File: config.mk
export PLATFORM = sky130hd
export DESIGN_NAME = noc_local_inject_arbiter
export DESIGN_NICKNAME = d
export VERILOG_FILES = /design/src/rtl/noc_local_inject_arbiter_pkg.sv /design/src/rtl/noc_local_inject_arbiter_rr_arbiter.sv /design/src/rtl/noc_local_inject_arbiter.sv
export SDC_FILE = /design/constraint.sdc
export NUM_CORES = 1
export LEC_CHECK = 0
export CAP_MARGIN = 15
export CORE_MARGIN = 3
export CORE_UTILIZATION = 34
export CTS_CLUSTER_SIZE = 40
export DETAILED_ROUTE_END_ITERATION = 8
export PLACE_DENSITY = 0.88
export SKIP_LAST_GASP = 1
export SYNTH_ARGS = -nofsm -noshare
export SYNTH_HDL_FRONTEND = slang
export SYNTH_SLANG_ARGS = --single-unit
File: constraint.sdc
create_clock -name noc_clk -period 2.9 [get_ports noc_clk]
set_input_delay 0.29 -clock noc_clk [delete_from_list [all_inputs] [get_ports noc_clk]]
set_output_delay 0.29 -clock noc_clk [all_outputs]
set_load 0.005 [all_outputs]
File: src/rtl/noc_local_inject_arbiter_pkg.sv
// Shared types and default widths for the local-injection arbiter.
//   NOC_DATA_W  : default flit width
//   NOC_NUM_REQ : default requester count
//   arb_state_e : packet-lock FSM states
//   flit_mark_t : header/tail markers carried alongside a flit
package noc_local_inject_arbiter_pkg;

    localparam int unsigned NOC_DATA_W  = 32;
    localparam int unsigned NOC_NUM_REQ = 4;

    typedef enum logic {
        ST_IDLE   = 1'b0,
        ST_LOCKED = 1'b1
    } arb_state_e;

    typedef struct packed {
        logic is_header;
        logic is_tail;
    } flit_mark_t;

endpackage

File: src/rtl/noc_local_inject_arbiter_rr_arbiter.sv
// Combinational round-robin pick: first asserted request at or after the pointer, wrapping.
//   i_req   : request vector
//   i_ptr   : highest-priority index
//   o_grant : one-hot grant
//   o_idx   : grant index
//   o_any   : at least one request present
module noc_rr_arbiter #(
    parameter  int unsigned NUM_REQ = 4,
    localparam int unsigned IDX_W   = (NUM_REQ > 1) ? $clog2(NUM_REQ) : 1
) (
    input  logic [NUM_REQ-1:0] i_req,
    input  logic [IDX_W-1:0]   i_ptr,
    output logic [NUM_REQ-1:0] o_grant,
    output logic [IDX_W-1:0]   o_idx,
    output logic               o_any
);

    // Modular add that also works for non-power-of-two NUM_REQ.
    function automatic logic [IDX_W-1:0] wrap_add(input logic [IDX_W-1:0] base,
                                                  input int unsigned       off);
        int unsigned s;
        s = 32'(base) + off;
        if (s >= NUM_REQ) s = s - NUM_REQ;
        return IDX_W'(s);
    endfunction

    always_comb begin : p_pick
        logic [IDX_W-1:0] k;
        o_grant = '0;
        o_idx   = '0;
        o_any   = 1'b0;
        k       = '0;
        for (int unsigned i = 0; i < NUM_REQ; i++) begin
            k = wrap_add(i_ptr, i);
            if (!o_any && i_req[k]) begin
                o_any      = 1'b1;
                o_idx      = k;
                o_grant[k] = 1'b1;
            end
        end
    end

endmodule

File: src/rtl/noc_local_inject_arbiter.sv
// Shares one router local-injection port among NUM_REQ sources, granting whole packets
// round-robin and holding the grant from header to tail. One registered output stage.
//   noc_clk/noc_rst_n            : clock, async active-low reset
//   req_valid/ready/flit/markers : per-requester flit stream
//   out_valid/ready/flit/markers : registered stream to router local port
//   grant_idx                    : current packet owner
//   locked                       : packet in progress
//   err_hdr                      : sticky, owner sent a header before its tail
module noc_local_inject_arbiter
    import noc_local_inject_arbiter_pkg::*;
#(
    parameter  int unsigned NUM_REQ = NOC_NUM_REQ,
    parameter  int unsigned DATA_W  = NOC_DATA_W,
    localparam int unsigned IDX_W   = (NUM_REQ > 1) ? $clog2(NUM_REQ) : 1
) (
    input  logic                      noc_clk,
    input  logic                      noc_rst_n,
    input  logic [NUM_REQ-1:0]        req_valid,
    output logic [NUM_REQ-1:0]        req_ready,
    input  logic [NUM_REQ*DATA_W-1:0] req_flit,
    input  logic [NUM_REQ-1:0]        req_is_header,
    input  logic [NUM_REQ-1:0]        req_is_tail,
    output logic                      out_valid,
    input  logic                      out_ready,
    output logic [DATA_W-1:0]         out_flit,
    output logic                      out_is_header,
    output logic                      out_is_tail,
    output logic [IDX_W-1:0]          grant_idx,
    output logic                      locked,
    output logic                      err_hdr
);

    arb_state_e          r_state;
    arb_state_e          w_state_nxt;
    logic [IDX_W-1:0]    r_grant_idx;
    logic [IDX_W-1:0]    r_rr_ptr;
    logic                r_err_hdr;
    logic                r_out_valid;
    logic [DATA_W-1:0]   r_out_flit;
    flit_mark_t          r_out_mark;

    logic                w_stage_free;
    logic [NUM_REQ-1:0]  w_cand;
    logic [NUM_REQ-1:0]  w_rr_grant;
    logic [IDX_W-1:0]    w_rr_idx;
    logic                w_rr_any;
    logic [NUM_REQ-1:0]  w_ready;
    logic                w_accept;
    logic [IDX_W-1:0]    w_sel;
    logic                w_err_set;
    logic [DATA_W-1:0]   w_flit_arr [NUM_REQ];

    for (genvar g = 0; g < NUM_REQ; g++) begin : g_unpack
        assign w_flit_arr[g] = req_flit[g*DATA_W +: DATA_W];
    end

    // Stage can take a flit if empty or draining this cycle.
    assign w_stage_free = !r_out_valid || out_ready;
    assign w_cand       = req_valid & req_is_header;

    noc_rr_arbiter #(
        .NUM_REQ (NUM_REQ)
    ) u_rr (
        .i_req   (w_cand),
        .i_ptr   (r_rr_ptr),
        .o_grant (w_rr_grant),
        .o_idx   (w_rr_idx),
        .o_any   (w_rr_any)
    );

    // Packet-lock FSM: next state, ready decode, accept strobe.
    always_comb begin
        w_state_nxt = r_state;
        w_ready     = '0;
        w_accept    = 1'b0;
        w_sel       = r_grant_idx;
        w_err_set   = 1'b0;
        case (r_state)
            ST_IDLE: begin
                if (w_rr_any) begin
                    w_sel    = w_rr_idx;
                    w_ready  = w_stage_free ? w_rr_grant : '0;
                    w_accept = w_stage_free;
                    if (w_accept && !req_is_tail[w_rr_idx]) w_state_nxt = ST_LOCKED;
                end
            end
            ST_LOCKED: begin
                w_ready[r_grant_idx] = w_stage_free;
                w_accept             = w_stage_free && req_valid[r_grant_idx];
                if (w_accept) begin
                    if (req_is_tail[r_grant_idx]) w_state_nxt = ST_IDLE;
                    else if (req_is_header[r_grant_idx]) w_err_set = 1'b1;
                end
            end
            default: w_state_nxt = ST_IDLE;
        endcase
    end

    always_ff @(posedge noc_clk or negedge noc_rst_n) begin
        if (!noc_rst_n) r_state <= ST_IDLE;
        else            r_state <= w_state_nxt;
    end

    // Grant owner, round-robin pointer and sticky error.
    always_ff @(posedge noc_clk or negedge noc_rst_n) begin
        if (!noc_rst_n) begin
            r_grant_idx <= '0;
            r_rr_ptr    <= '0;
            r_err_hdr   <= 1'b0;
        end else begin
            if (w_accept && (r_state == ST_IDLE)) begin
                r_grant_idx <= w_rr_idx;
                r_rr_ptr    <= (w_rr_idx == IDX_W'(NUM_REQ - 1)) ? '0 : w_rr_idx + IDX_W'(1);
            end
            if (w_err_set) r_err_hdr <= 1'b1;
        end
    end

    // Output register stage; holds while the router stalls.
    always_ff @(posedge noc_clk or negedge noc_rst_n) begin
        if (!noc_rst_n) begin
            r_out_valid <= 1'b0;
            r_out_flit  <= '0;
            r_out_mark  <= '0;
        end else if (w_accept) begin
            r_out_valid          <= 1'b1;
            r_out_flit           <= w_flit_arr[w_sel];
            r_out_mark.is_header <= req_is_header[w_sel];
            r_out_mark.is_tail   <= req_is_tail[w_sel];
        end else if (out_ready) begin
            r_out_valid <= 1'b0;
        end
    end

    assign req_ready     = w_ready;
    assign out_valid     = r_out_valid;
    assign out_flit      = r_out_flit;
    assign out_is_header = r_out_mark.is_header;
    assign out_is_tail   = r_out_mark.is_tail;
    assign grant_idx     = r_grant_idx;
    assign locked        = (r_state == ST_LOCKED);
    assign err_hdr       = r_err_hdr;

endmodule
* After elaboration in Yosys (flattened, before gate mapping)
Index checks and enable logic that the tools add are counted.
Storage, ports and cells: bits in registers 41, bits in latches 0, bits in writable memories 0, memory bits (read-only) 0, output and inout port bits 43, memories kept 0
Operators by class: $add $sub $neg 8, multiply operators 0, div/mod/pow operators 0, magnitude comparators 17, equality and inequality tests 1, shift operators 0, mux-type cells 68, bitwise operators 7, reductions and logical operators 18
Operator list (number):
- binary-select mux 32 bit (select 2 bit) | 1
- two-way mux 32 bit | 2
- two-way mux 1 bit | 30
- two-way mux 4 bit | 6
- two-way mux 2 bit | 11
- < comparator 2 x 3 -> 1 bit, second input constant | 7
- binary-select mux 1 bit (select 2 bit) | 10
- >= comparator 3 bit, second input constant | 4
- OR 4 bit | 3
- logical AND 1 bit | 11
- demux 1 bit (select 2 bit) | 5
- >= comparator 2 x 1 -> 1 bit, second input constant | 5
- bitwise AND 4 bit | 2
- one-hot mux 4 bit (2 select lines) | 1
- subtractor 2 x 1 -> 2 bit, second input constant | 4
- adder 2 x 2 -> 3 bit, second input constant | 2
- zero test 1 bit | 5
- one-hot mux 1 bit (2 select lines) | 2
- adder 2 x 1 -> 3 bit, second input constant | 1
- >= comparator 2 x 3 -> 1 bit, second input constant | 1
- NOT 2 -> 3 bit | 1
- adder 2 x 1 -> 2 bit, second input constant | 1
- equality test 2 bit, second input constant | 1
- nonzero test 2 bit | 1
- other kinds (2) | 2

* Logic depth before layout (Yosys ltp)
depth in word-level cells 21, depth in mapped cells 11, mapped depth without buffers 9

* By module
A second synthesis with hierarchy kept.
Unflattened totals: cell total of the unflattened synthesis 210, area total of the unflattened synthesis 2991.6 um2
Modules (own cells, without submodules):
- noc_local_inject_arbiter | times used 1, cells an instance 165, area an instance 2570.0 um2, seq. area each 1026.0 um2
- noc_rr_arbiter | times used 1, cells an instance 45, area an instance 421.7 um2, seq. area each 0.0 um2

* Worst setup path after synthesis
Ideal clock, no wire load.
path kind reg2reg, from register r_rr_ptr[0], to register r_out_flit[12], in the netlist out_flit[12], arrival time 2876 ps, setup slack -118 ps, cell stages (with the launch flop) 11, path buffers 2, clock period less this slack 3018 ps, cell sequence dfrtp_1 -> inv_2 -> ha_1 -> clkbuf_1 -> mux4_2 -> mux2i_4 -> mux2i_2 -> nor3b_4 -> buf_2 -> a22oi_1 -> o221ai_1
On the way: longest elaborated chain between the ends 20, elaborated cells on any way between the ends 45, those cells by class add/sub: 7; order compare: 4; mux: 27; bitwise: 1; reduce/logical: 6
RTL lines:
- from (decl) | line noc_local_inject_arbiter.sv:36 | logic [IDX_W-1:0] r_rr_ptr;
- from (signal assigned) | line noc_local_inject_arbiter.sv:113 | r_rr_ptr <= (w_rr_idx == IDX_W'(NUM_REQ - 1)) ? '0 : w_rr_idx + IDX_W'(1);
- branches (longest 20 deep; another with adder 2 x 1 -> 3 bit)
- to (signal assigned) | line noc_local_inject_arbiter.sv:127 | r_out_flit <= w_flit_arr[w_sel];
- to (decl) | line noc_local_inject_arbiter.sv:39 | logic [DATA_W-1:0] r_out_flit;
Parallel ways; which one is timed is not known. The select of a mux whose other input is x is not followed. A chain may end at the register's enable or synchronous reset.

* Final worst setup path
from register r_rr_ptr[0], to output req_ready[1]
On the way: longest elaborated chain between the ends 17, elaborated cells on any way between the ends 63, those cells by class add/sub: 7; order compare: 12; mux: 31; bitwise: 3; reduce/logical: 10
RTL lines:
- branches (longest 15 deep; another with adder 2 x 1 -> 3 bit)
- two-way mux 4 bit (*) | line noc_local_inject_arbiter.sv:80 | if (w_rr_any) begin
- one-hot mux 4 bit (2 select lines) (*) | line noc_local_inject_arbiter.sv:78 | case (r_state)
- to (decl) | line noc_local_inject_arbiter.sv:19 | output logic [NUM_REQ-1:0] req_ready,
Mark *: on every way between the ends. The select of a mux whose other input is x is not followed.

==> flow_summary.toml <==
[synthesis]
syn_inst = 324
synthFlopType = "dfrtp_1"
syn_area_per_cell_um2 = 9.51
synth-edff-count = 0
synth_most_common_cell = "dfrtp_1"
synth_nets = 474
synth_area_um2 = 3080
async_reset_ff_frac = 1.00
synth_cell_types = 47
synth_common_cells = "41 x dfrtp_1, 39 x inv_1, 36 x a22oi_1, 36 x mux2i_1, 33 x o221ai_1"
ys_seq_area_frac = 0.333
synth_top_cell_by_area = "dfrtp_1"
yosys.area.top_type_share = 0.333
ys_ff_latch = 41
ys_warn_count = 0
ys_top_cells_by_area = "dfrtp_1 33%, mux2i_1 12%, o221ai_1 9.4%, a22oi_1 8.8%, inv_1 4.8%"

[clock_tree]
cts_num_sinks = 41
cts-root-buf = "clkbuf_8"
htree_levels = 2
cts_tree = "yes"
cts_buffers = 5
clockBufferDepth = 2
insertion_delay_ps = 290
cts.clk_slew.worst_paths_ps = 90
ctsHoldBuffers = 0

[global_routing]
grt_max_degree = 42
grt_pass1_vias = 3637
grt_use_total = 0.229
antenna_found_initial = 0
overflow = 0
grt_pass1_wl_um = 18600

[worst_setup_path]
worstPathArrival_ps = 2670
critPathBufInv = 2
end_kind = "primary output"
reg2regPathDepth = 11
worst_setup_path_start_kind = "flop"
r2r_start = "r_rr_ptr[0]"
cpMaxStageDelayCell = "clkdlybuf4s50_1"
r2r-end = "out_flit[3]"
cp.depth = 9
crit_path_max_incr_delay_ps = 530
criticalPathCategory = "flop to primary output"
r2r_setup_slack_ps = 110
cpLargestDelayFamily = "compound AO/OA/AOI/OAI gates"
crit_chain = "buf_6 -> nand3_1 -> a21boi_0 -> or3_1 -> a21boi_4 -> a222oi_1 -> a21boi_1 -> o22ai_1 -> clkdlybuf4s50_1"
crit_required_ps = 2610
crit_path_start = "r_rr_ptr[0]"
critical_path.max_fanout = 10

[routing]
drt-initial-drc-count = 126
drc_errors = 0
wl_per_cell_um = 19.0
viasPerCell = 5.57
routed_wirelength_um = 12300
ant_nets = 0
dr.pass1.iters = 5
num_vias = 3613

[timing]
maxSlewViolCount = 0
max_slew.worst_pin.slew_ps = 981
max_freq_mhz = 338
max_slew_margin = 0.346
rsz0062_at_grt = "yes"
period_share = 1.02
hold_viol = 0
setup_ws_ps = -61.1
finalCriticalPeriod_ps = 2960
skew_ps = 10.3
setup_viol = 2

[power_and_ir_drop]
pwr-share-comb = 0.721
pwr_density_cell_nw_per_um2 = 962
swShare = 0.417
internal-power_mw = 3.08
clkPwrFrac = 0.072
p_leak_nw = 2.43
ir_drop_mv = 0.451
seq_power_share = 0.207
power.net_switching_mw = 2.20

[placed_design]
pre_cts_slack_ps = -333
post-dp-hpwl_um = 9270
dp_cells = 631
port_buffers = 185
gp_congestion = 0.855

[floorplanning]
core_area_um2 = 8760
rows = 34
boundaryPins = 186
fp.dieW_um = 101
die_y_um = 101
dieArea_um2 = 10200
initial_core_util = 0.352

[status]
violations = "setup timing"
outcome = "finished, violations left"

[layout]
drive_above_1_share = 0.144
finalNonFillerCells = 649
n_antenna_cell = 0
syn_to_final_growth_pct = 78.0
final_nets = 690

[job]
drv_cap = 0

[min_path]
hold_class = "input pin to asynchronous set/reset pin"
==> layout by cell type, fill, tap and decap left out, types with 3 or more instances in the layout <==
cell,count
clkbuf_8,5
nor2_1,3
a222oi_1,4
a22oi_1,36
nand3_1,8
buf_4,42
clkdlybuf4s50_1,177
a21oi_1,3
dfrtp_1,40
o21ai_0,10
o221ai_1,33
buf_12,3
inv_1,38
mux2i_1,36
nand2_1,19
nand3b_1,3
and2_1,6
dlygate4sd2_1,5
mux4_2,4
xnor2_1,3
o22ai_1,5
ha_1,6
==> stage by stage <==
stage	total power, mW	hold WS (ps)	instance area (µm²)	util	setup TNS, ps
global route	5.64	219	5490	0.626	-304
CTS	5.21	197	5440	0.620	-47.4
floorplan	3.10	-5.59	3090	-	0
finish	5.28	145	5490	0.626	-90.6
detailed placement	4.66	507	5280	0.602	-8520
global placement	4.53	503	5280	0.602	-5600
==> routing by layer <==
metal,share of wire,GRT usage
met2,0.51,0.385
met4,0.021,0.0624
met5,0,0
met1,0.39,0.294
met3,0.079,0.0544
==> power by group through the flow <==
stage / registers [mW] / logic (mW) / clock network, mW
after floorplan: 1.06 / 2.05 / 0
after CTS: 1.09 / 3.73 / 0.390
after detailed placement: 1.09 / 3.57 / 0
final: 1.09 / 3.81 / 0.381
after global placement: 1.08 / 3.45 / 0
after global routing: 1.12 / 4.10 / 0.409
==> cell families after synthesis <==
logic type | after synthesis | share of synthesized area
AOI/OAI and AO/OA | 115 | 0.287
and+or+nand+nor | 51 | 0.0918
DFF | 41 | 0.333
adders and majority gates | 7 | 0.0284
muxes | 44 | 0.165
xor gates and xnor gates | 3 | 0.00853
buffers and inverters | 63 | 0.0865
==> cell type report <==
cell class                      instances  area (µm²)
Fill cell                             734        3280
Timing Repair Buffer                  231        2220
Multi-Input combinational cell        221        1860
Sequential cell                        41        1030
Inverter                               40         153
Tap cell                              108         135
Clock buffer                            7        76.3
Clock inverter                          1        7.51
==> repair_timing <==
item / CTS / global route
setup buffers: 3 / 6
gates cloned: 1 / 0
setup endpoints to repair: 5 / 29
gates resized for setup: 22 / 6
pin swaps: 4 / 5
==> flip-flops by register name, indices dropped and copies added (netlist names) <==
name	flops
out_flit	32
grant_idx	2
r_rr_ptr	2
err_hdr	1
locked	1
out_is_header	1
out_is_tail	1
out_valid	1
==> how the worst max path moves through the flow <==
stage,endpoint
2_1_floorplan,out_flit[12]
3_3_place_gp,req_ready[0]
3_5_place_dp,out_flit[3]
4_1_cts,req_ready[1]
5_1_grt,req_ready[1]
6_report,req_ready[1]
Power figures use the tool's default switching activity.
==> RTL edit 1: new RTL, same settings <==
The package constant `NOC_DATA_W` goes from 32 to 16.
--- a/src/rtl/noc_local_inject_arbiter_pkg.sv
+++ b/src/rtl/noc_local_inject_arbiter_pkg.sv
@@ -5,7 +5,7 @@
 //   flit_mark_t : header/tail markers carried alongside a flit
 package noc_local_inject_arbiter_pkg;
 
-    localparam int unsigned NOC_DATA_W  = 32;
+    localparam int unsigned NOC_DATA_W  = 16;
     localparam int unsigned NOC_NUM_REQ = 4;
 
     typedef enum logic {
Ports: changed (resized out_flit and req_flit); port bits go from 186 to 106. No check against the original RTL was run, so the function may have changed too.
==> RTL edit 1 against the original RTL <==
Sequential power fell by 39%. Sequential cell count fell by 16. Global-route usage fell by 2.9 points. Critical path depth fell by 1. Routed wire length fell by 41%. Power fell by 29%. Setup slack improved by 140 ps. Cell count fell by 34%. Synthesized cell count fell by 34%. Cell area fell by 34%. Count of clock-buffer cells in the layout fell by 4. Clock power fell by 46%. Area after synthesis fell by 30%. Critical path type unchanged. Critical endpoint unchanged. Largest power group unchanged.
==> RTL edit 1: results (changes against the original RTL) <==
| Metric | Value |
|---|---|
| First DRT Iteration DRCs | `124 (-1.6%)` |
| Total grt overflow | `0 (unchanged)` |
| P_leak | `1.490 nW (-39%)` |
| Worst setup path class | `reg2out` |
| Post-synth top cells | `mux2i_1, dfrtp_1, nor2_1` |
| Vias in the first global route | `2406 (-34%)` |
| Net Sw Power | `0.001567 W (-29%)` |
| Maximum VDD drop | `497.9 uV (+10%)` |
| GRT Util Overall | `0.1994 (-0.02950)` |
| Synth warnings | `0 (unchanged)` |
| Fin nets | `438 (-37%)` |
| Fraction of layout cells with a size suffix above 1 | `0.2336 (+0.08944)` |
| Largest net degree at the start of global routing | `20 (-52%)` |
| Max FFs per register | `16 (-50%)` |
| Synth cell types | `46 (-2.1%)` |
| Ys flop type | `dfrtp_1` |
| Ys async rst share | `1.000 (unchanged)` |
| Final WL | `7284 um (-41%)` |
| First-pass GRT wire length | `11960 um (-36%)` |
| Status | `completed` |
| Antenna Cells | `0 (unchanged)` |
| Fin Clk Skew | `11.39 ps (+1.049 ps)` |
| End of the worst register-to-register path | `out_flit[0]$_DFFE_PN0P_` |
| Worst-Margin Slew | `880.7 ps (-100.8 ps)` |
| Via count | `2323 (-36%)` |
| Worst Reg-to-Reg Cells | `10 (-1)` |
| CTS root buffer | `clkbuf_8` |
| Drt pass-1 iters | `4 (-1)` |
| Crit path DAT | `2540 ps (-130 ps)` |
| Reg2reg setup slack | `160 ps (+50 ps)` |
| RePlAce Congestion | `0.8765 (+2.5%)` |
| Reg clk slew, reported paths | `90 ps (about the same)` |
| CTS Buf Count | `3 (-2)` |
| Post-synthesis net count | `299 (-37%)` |
| DPL Wire Length | `5700 um (-39%)` |
| Insertion delay to the later sink of the worst-skew pair | `270 ps (-20 ps)` |
| Antenna violations before repair | `0 (unchanged)` |
| R2r startpoint | `r_rr_ptr[0]$_DFFE_PN0P_` |
| Top cells by area, synth | `dfrtp_1, mux2i_1, a221oi_2` |
| Largest fanout on the critical path | `4 (-6)` |
| Synth area leader | `dfrtp_1` |
| Seq/Total Area, Yosys | `0.2907 (-0.04223)` |
| Worst hold path class | `reg2reg` |
| Critical path endpoint | `req_ready[1]` |
| Post-DP Area | `0.003523 sq mm (-33%)` |
| Clock Tree Buf Depth | `2 (unchanged)` |
| Port-buffer cells | `105 (-43%)` |
| H-tree Lvls | `1 (-1)` |
[RTL edit 1: cell count changes in the layout (fill, tap and decap cells not counted), sizes merged, moves of 15 or more]
cell	before	now
a221oi	2	17
a22oi	36	1
clkdlybuf4s50	177	101
dfrtp	41	25
inv	40	2
nor2	6	22
o221ai	33	0
[RTL edit 1: worst min path at each step]
stage                         from             endpoint  slack (ps)  cells past startpoint
3_5_place_dp   err_hdr$_DFFE_PN0P_  err_hdr$_DFFE_PN0P_         470                      1
3_3_place_gp   err_hdr$_DFFE_PN0P_  err_hdr$_DFFE_PN0P_         470                      1
2_1_floorplan            noc_rst_n  err_hdr$_DFFE_PN0P_          -6                      0
4_1_cts        err_hdr$_DFFE_PN0P_  err_hdr$_DFFE_PN0P_         500                      1
5_1_grt        err_hdr$_DFFE_PN0P_  err_hdr$_DFFE_PN0P_         530                      1
6_report       err_hdr$_DFFE_PN0P_  err_hdr$_DFFE_PN0P_         490                      1
[RTL edit 1: cells by family after synthesis]
logic type	count (synthesis)	share of synthesized area
compound gates	58	0.2465
simple gates	63	0.1395
flops	25	0.2907
buf+inv	15	0.04535
xor+xnor	2	0.01163
mux	43	0.2256
fa+ha+maj	7	0.04070
[RTL edit 1: power by group through the flow]
stage / logic, W / clock network, W / registers, W
after floorplan: 0.00171 / 0 / 0.000668
after detailed placement: 0.00275 / 0 / 0.000664
final: 0.00290 / 0.000206 / 0.000660
after CTS: 0.00283 / 0.000211 / 0.000659
after global routing: 0.00314 / 0.000231 / 0.000685
after global placement: 0.00268 / 0 / 0.000658
[RTL edit 1: metrics by stage]
step	util	cells	setup WS, ps
detailed placement	0.5847	417	-160.7
finish	0.6047	426	74.97
global placement	0.5847	417	-98.56
global route	0.6047	426	-12.68
floorplan	-	213	7.209
CTS	0.6009	424	-7.500
[RTL edit 1: final cells by class]
class	instances	area, sq um
fill	534	2382
clock inverter	1	5.005
multi-input combinational	173	1491
sequential	25	628.1
inverter	3	16.27
timing repair buffer	146	1368
clock buffer	3	41.29
tap	75	93.84
[RTL edit 1: worst max-delay path, cell delays in order (launching register included)]
cell and delay, ps:
dfrtp_2 400, clkinv_4 60, ha_4 270, mux4_2 550
o311a_4 160, a222oi_1 380, a21boi_2 230, o22ai_1 90
clkbuf_2 130
[RTL edit 1: metal layers]
layer,global-route usage,vias to the layer above,share of wire
li1,-,1110,-
met1,0.2659,1143,0.43
met2,0.3545,70,0.52
met3,0.03074,0,0.047
met4,0.01727,0,0
met5,0,-,0
[RTL edit 1: repair_timing]
action / CTS / global route
pin swaps: 2 / 11
hold buffers: 0 / 0
resized for setup: 15 / 11
setup endpoints to repair: 4 / 21
buffers inserted: 3 / 3
hold endpoints to repair: 0 / 0
==> RTL edit 2: new RTL, same flow settings <==
Made on the original files. Put one more register stage on the output `err_hdr`, with the module's reset. The value now appears one clock later. The other outputs are not delayed to match.
--- a/src/rtl/noc_local_inject_arbiter.sv
+++ b/src/rtl/noc_local_inject_arbiter.sv
@@ -139,6 +139,12 @@
     assign out_is_tail   = r_out_mark.is_tail;
     assign grant_idx     = r_grant_idx;
     assign locked        = (r_state == ST_LOCKED);
-    assign err_hdr       = r_err_hdr;
+    always_ff @(posedge noc_clk or negedge noc_rst_n) begin
+        if (!noc_rst_n) begin
+            err_hdr <= '0;
+        end else begin
+            err_hdr <= r_err_hdr;
+        end
+    end
 
 endmodule
Check against the original RTL: not equivalent (a bounded check fails within 4 cycles, from zero or initial values and one cycle with noc_rst_n low).
==> RTL edit 2 against the original RTL <==
Routed wire length rose by 13%. Clock skew fell by 5.1 ps. Power rose by 12%. Cell area rose by 11%. Via count rose by 18%. Global-route usage fell by 1.1 points. Highest routed layer unchanged. Critical endpoint is now req_ready[2]. Critical path type unchanged. Area after synthesis rose by 23%. Setup slack improved by 180 ps. Clock power rose by 4%. Sequential cell count rose by 1. Die area rose by 22%.
==> RTL edit 2: results (changes against the original RTL) <==
| Metric | Value |
|---|---|
| Status | `completed` |
| Post-synth top cells | `a2111oi_0, inv_1, dfrtp_1, nor2_1, mux2i_1` |
| Worst hold path class | `in2async` |
| End of the worst register-to-register path | `out_flit[13]$_DFFE_PN0P_` |
| Max incr delay on CP | `400 ps (-130 ps)` |
| Maximum VDD drop | `574.0 uV (+27%)` |
| First DRT Iteration DRCs | `345 (+170%)` |
| Compound-cell area share of the yosys netlist | `0.3893 (+0.1027)` |
| Largest fanout on the critical path | `7 (-3)` |
| DP Cell Count | `725 (+15%)` |
| Worst Reg-to-Reg Cells | `9 (-2)` |
| Seq/Total Area, Yosys | `0.2771 (-0.05579)` |
| P_leak | `2.392 nW (-1.5%)` |
| Crit path DAT | `2490 ps (-180 ps)` |
| Main combinational cell family by area after synthesis | `compound AO/OA/AOI/OAI gates` |
| Synth Area in Adders | `0.02639 (-0.002027)` |
| Pre-CTS setup slack | `-118.7 ps (+214.0 ps)` |
| Critical path endpoint | `req_ready[2]` |
| WHS | `157.9 ps (+12.50 ps)` |
| Reg2reg setup slack | `220 ps (+110 ps)` |
| Max Fclk | `0.3600 GHz (+6.6%)` |
| Synth warnings | `0 (unchanged)` |
| Final WL | `13860 um (+13%)` |
| R2r startpoint | `r_rr_ptr[1]$_DFFE_PN0P_` |
| Synth cell types | `48 (+2.1%)` |
| Largest net degree at the start of global routing | `43 (+2.4%)` |
| DPL Wire Length | `10490 um (+13%)` |
| Fraction of layout cells with a size suffix above 1 | `0.1717 (+0.02749)` |
| Top cells by area, synth | `dfrtp_1, a2111oi_0, mux2i_1` |
| Syn Area/Cell | `9.318 sq um (-2.0%)` |
| Fraction of synthesized cell area in xor and xnor cells | `0.002309 (-0.006217)` |
| RePlAce Congestion | `0.9429 (+10%)` |
| Post-route insts no fill | `736 (+13%)` |
| GRT Util Overall | `0.2183 (-0.01055)` |
| Vias in the first global route | `4541 (+25%)` |
| Worst setup path startpoint | `r_rr_ptr[0]$_DFFE_PN0P_` |
| Fin Clk Skew | `5.219 ps (-5.124 ps)` |
| Worst-Margin Slew | `979.7 ps (-1.705 ps)` |
| Antenna Cells | `0 (unchanged)` |
| Via count | `4262 (+18%)` |
| First-pass GRT wire length | `22620 um (+22%)` |
| Fin nets | `750 (+8.7%)` |
| CP max-delay cell | `dfrtp_2` |
| Max FFs per register | `32 (unchanged)` |
| Multiplexer share of the synthesized area | `0.1184 (-0.04680)` |
| Post-synthesis net count | `558 (+18%)` |
[RTL edit 2: cell count changes in the layout (fill, tap and decap cells not counted), sizes merged, moves of 8 or more]
| cell | change |
|---|---|
| o221ai | -33 |
| buf | -9 |
| a211oi | +35 |
| a2111oi | +70 |
| a22oi | -33 |
| nand2 | -8 |
| nor2 | +36 |
[RTL edit 2: repair_timing]
| action | in CTS | in global routing |
|---|---|---|
| setup endpoints to repair | 4 | 3 |
| gates resized for setup | 13 | 1 |
| setup buffers | 2 | 1 |
| pin swaps | 4 | 1 |
[RTL edit 2: layer usage]
metal / vias up / routed length (um) / GRT usage / part of all wire
met1: 2044 / 5469 / 0.2632 / 0.39
met5: - / 0 / 0 / 0
met2: 226 / 7190 / 0.3936 / 0.52
li1: 1968 / - / - / -
met3: 24 / 966 / 0.04130 / 0.070
met4: 0 / 232 / 0.06569 / 0.017
[RTL edit 2: area by class of cell]
cell class / instances / area, sq um
Timing Repair Buffer: 222 / 2178
Clock inverter: 1 / 5.005
Fill cell: 938 / 4497
Inverter: 47 / 176.4
Multi-Input combinational cell: 281 / 2436
Clock buffer: 7 / 86.33
Sequential cell: 42 / 1052
Tap cell: 136 / 170.2
[RTL edit 2: where the power goes]
part | internal [W] | switching (W)
registers | 0.000898 | 0.000208
logic | 0.00211 | 0.00229
clock network | 0.000193 | 0.000203
[RTL edit 2: logic make-up after synthesis]
family                   after synthesis
multiplexers                          41
flip-flops                            42
buffers and inverters                 84
AND/OR/NAND/NOR                       76
XOR/XNOR                               1
adder cells (fa/ha/maj)                8
AO/OA/AOI/OAI                        155
[RTL edit 2: stage by stage]
stage	cell area (sq um)	utilization
2_1_floorplan	3800	-
3_3_place_gp	5968	0.5630
3_5_place_dp	5968	0.5630
4_1_cts	6096	0.5750
5_1_grt	6105	0.5758
6_report	6105	0.5758
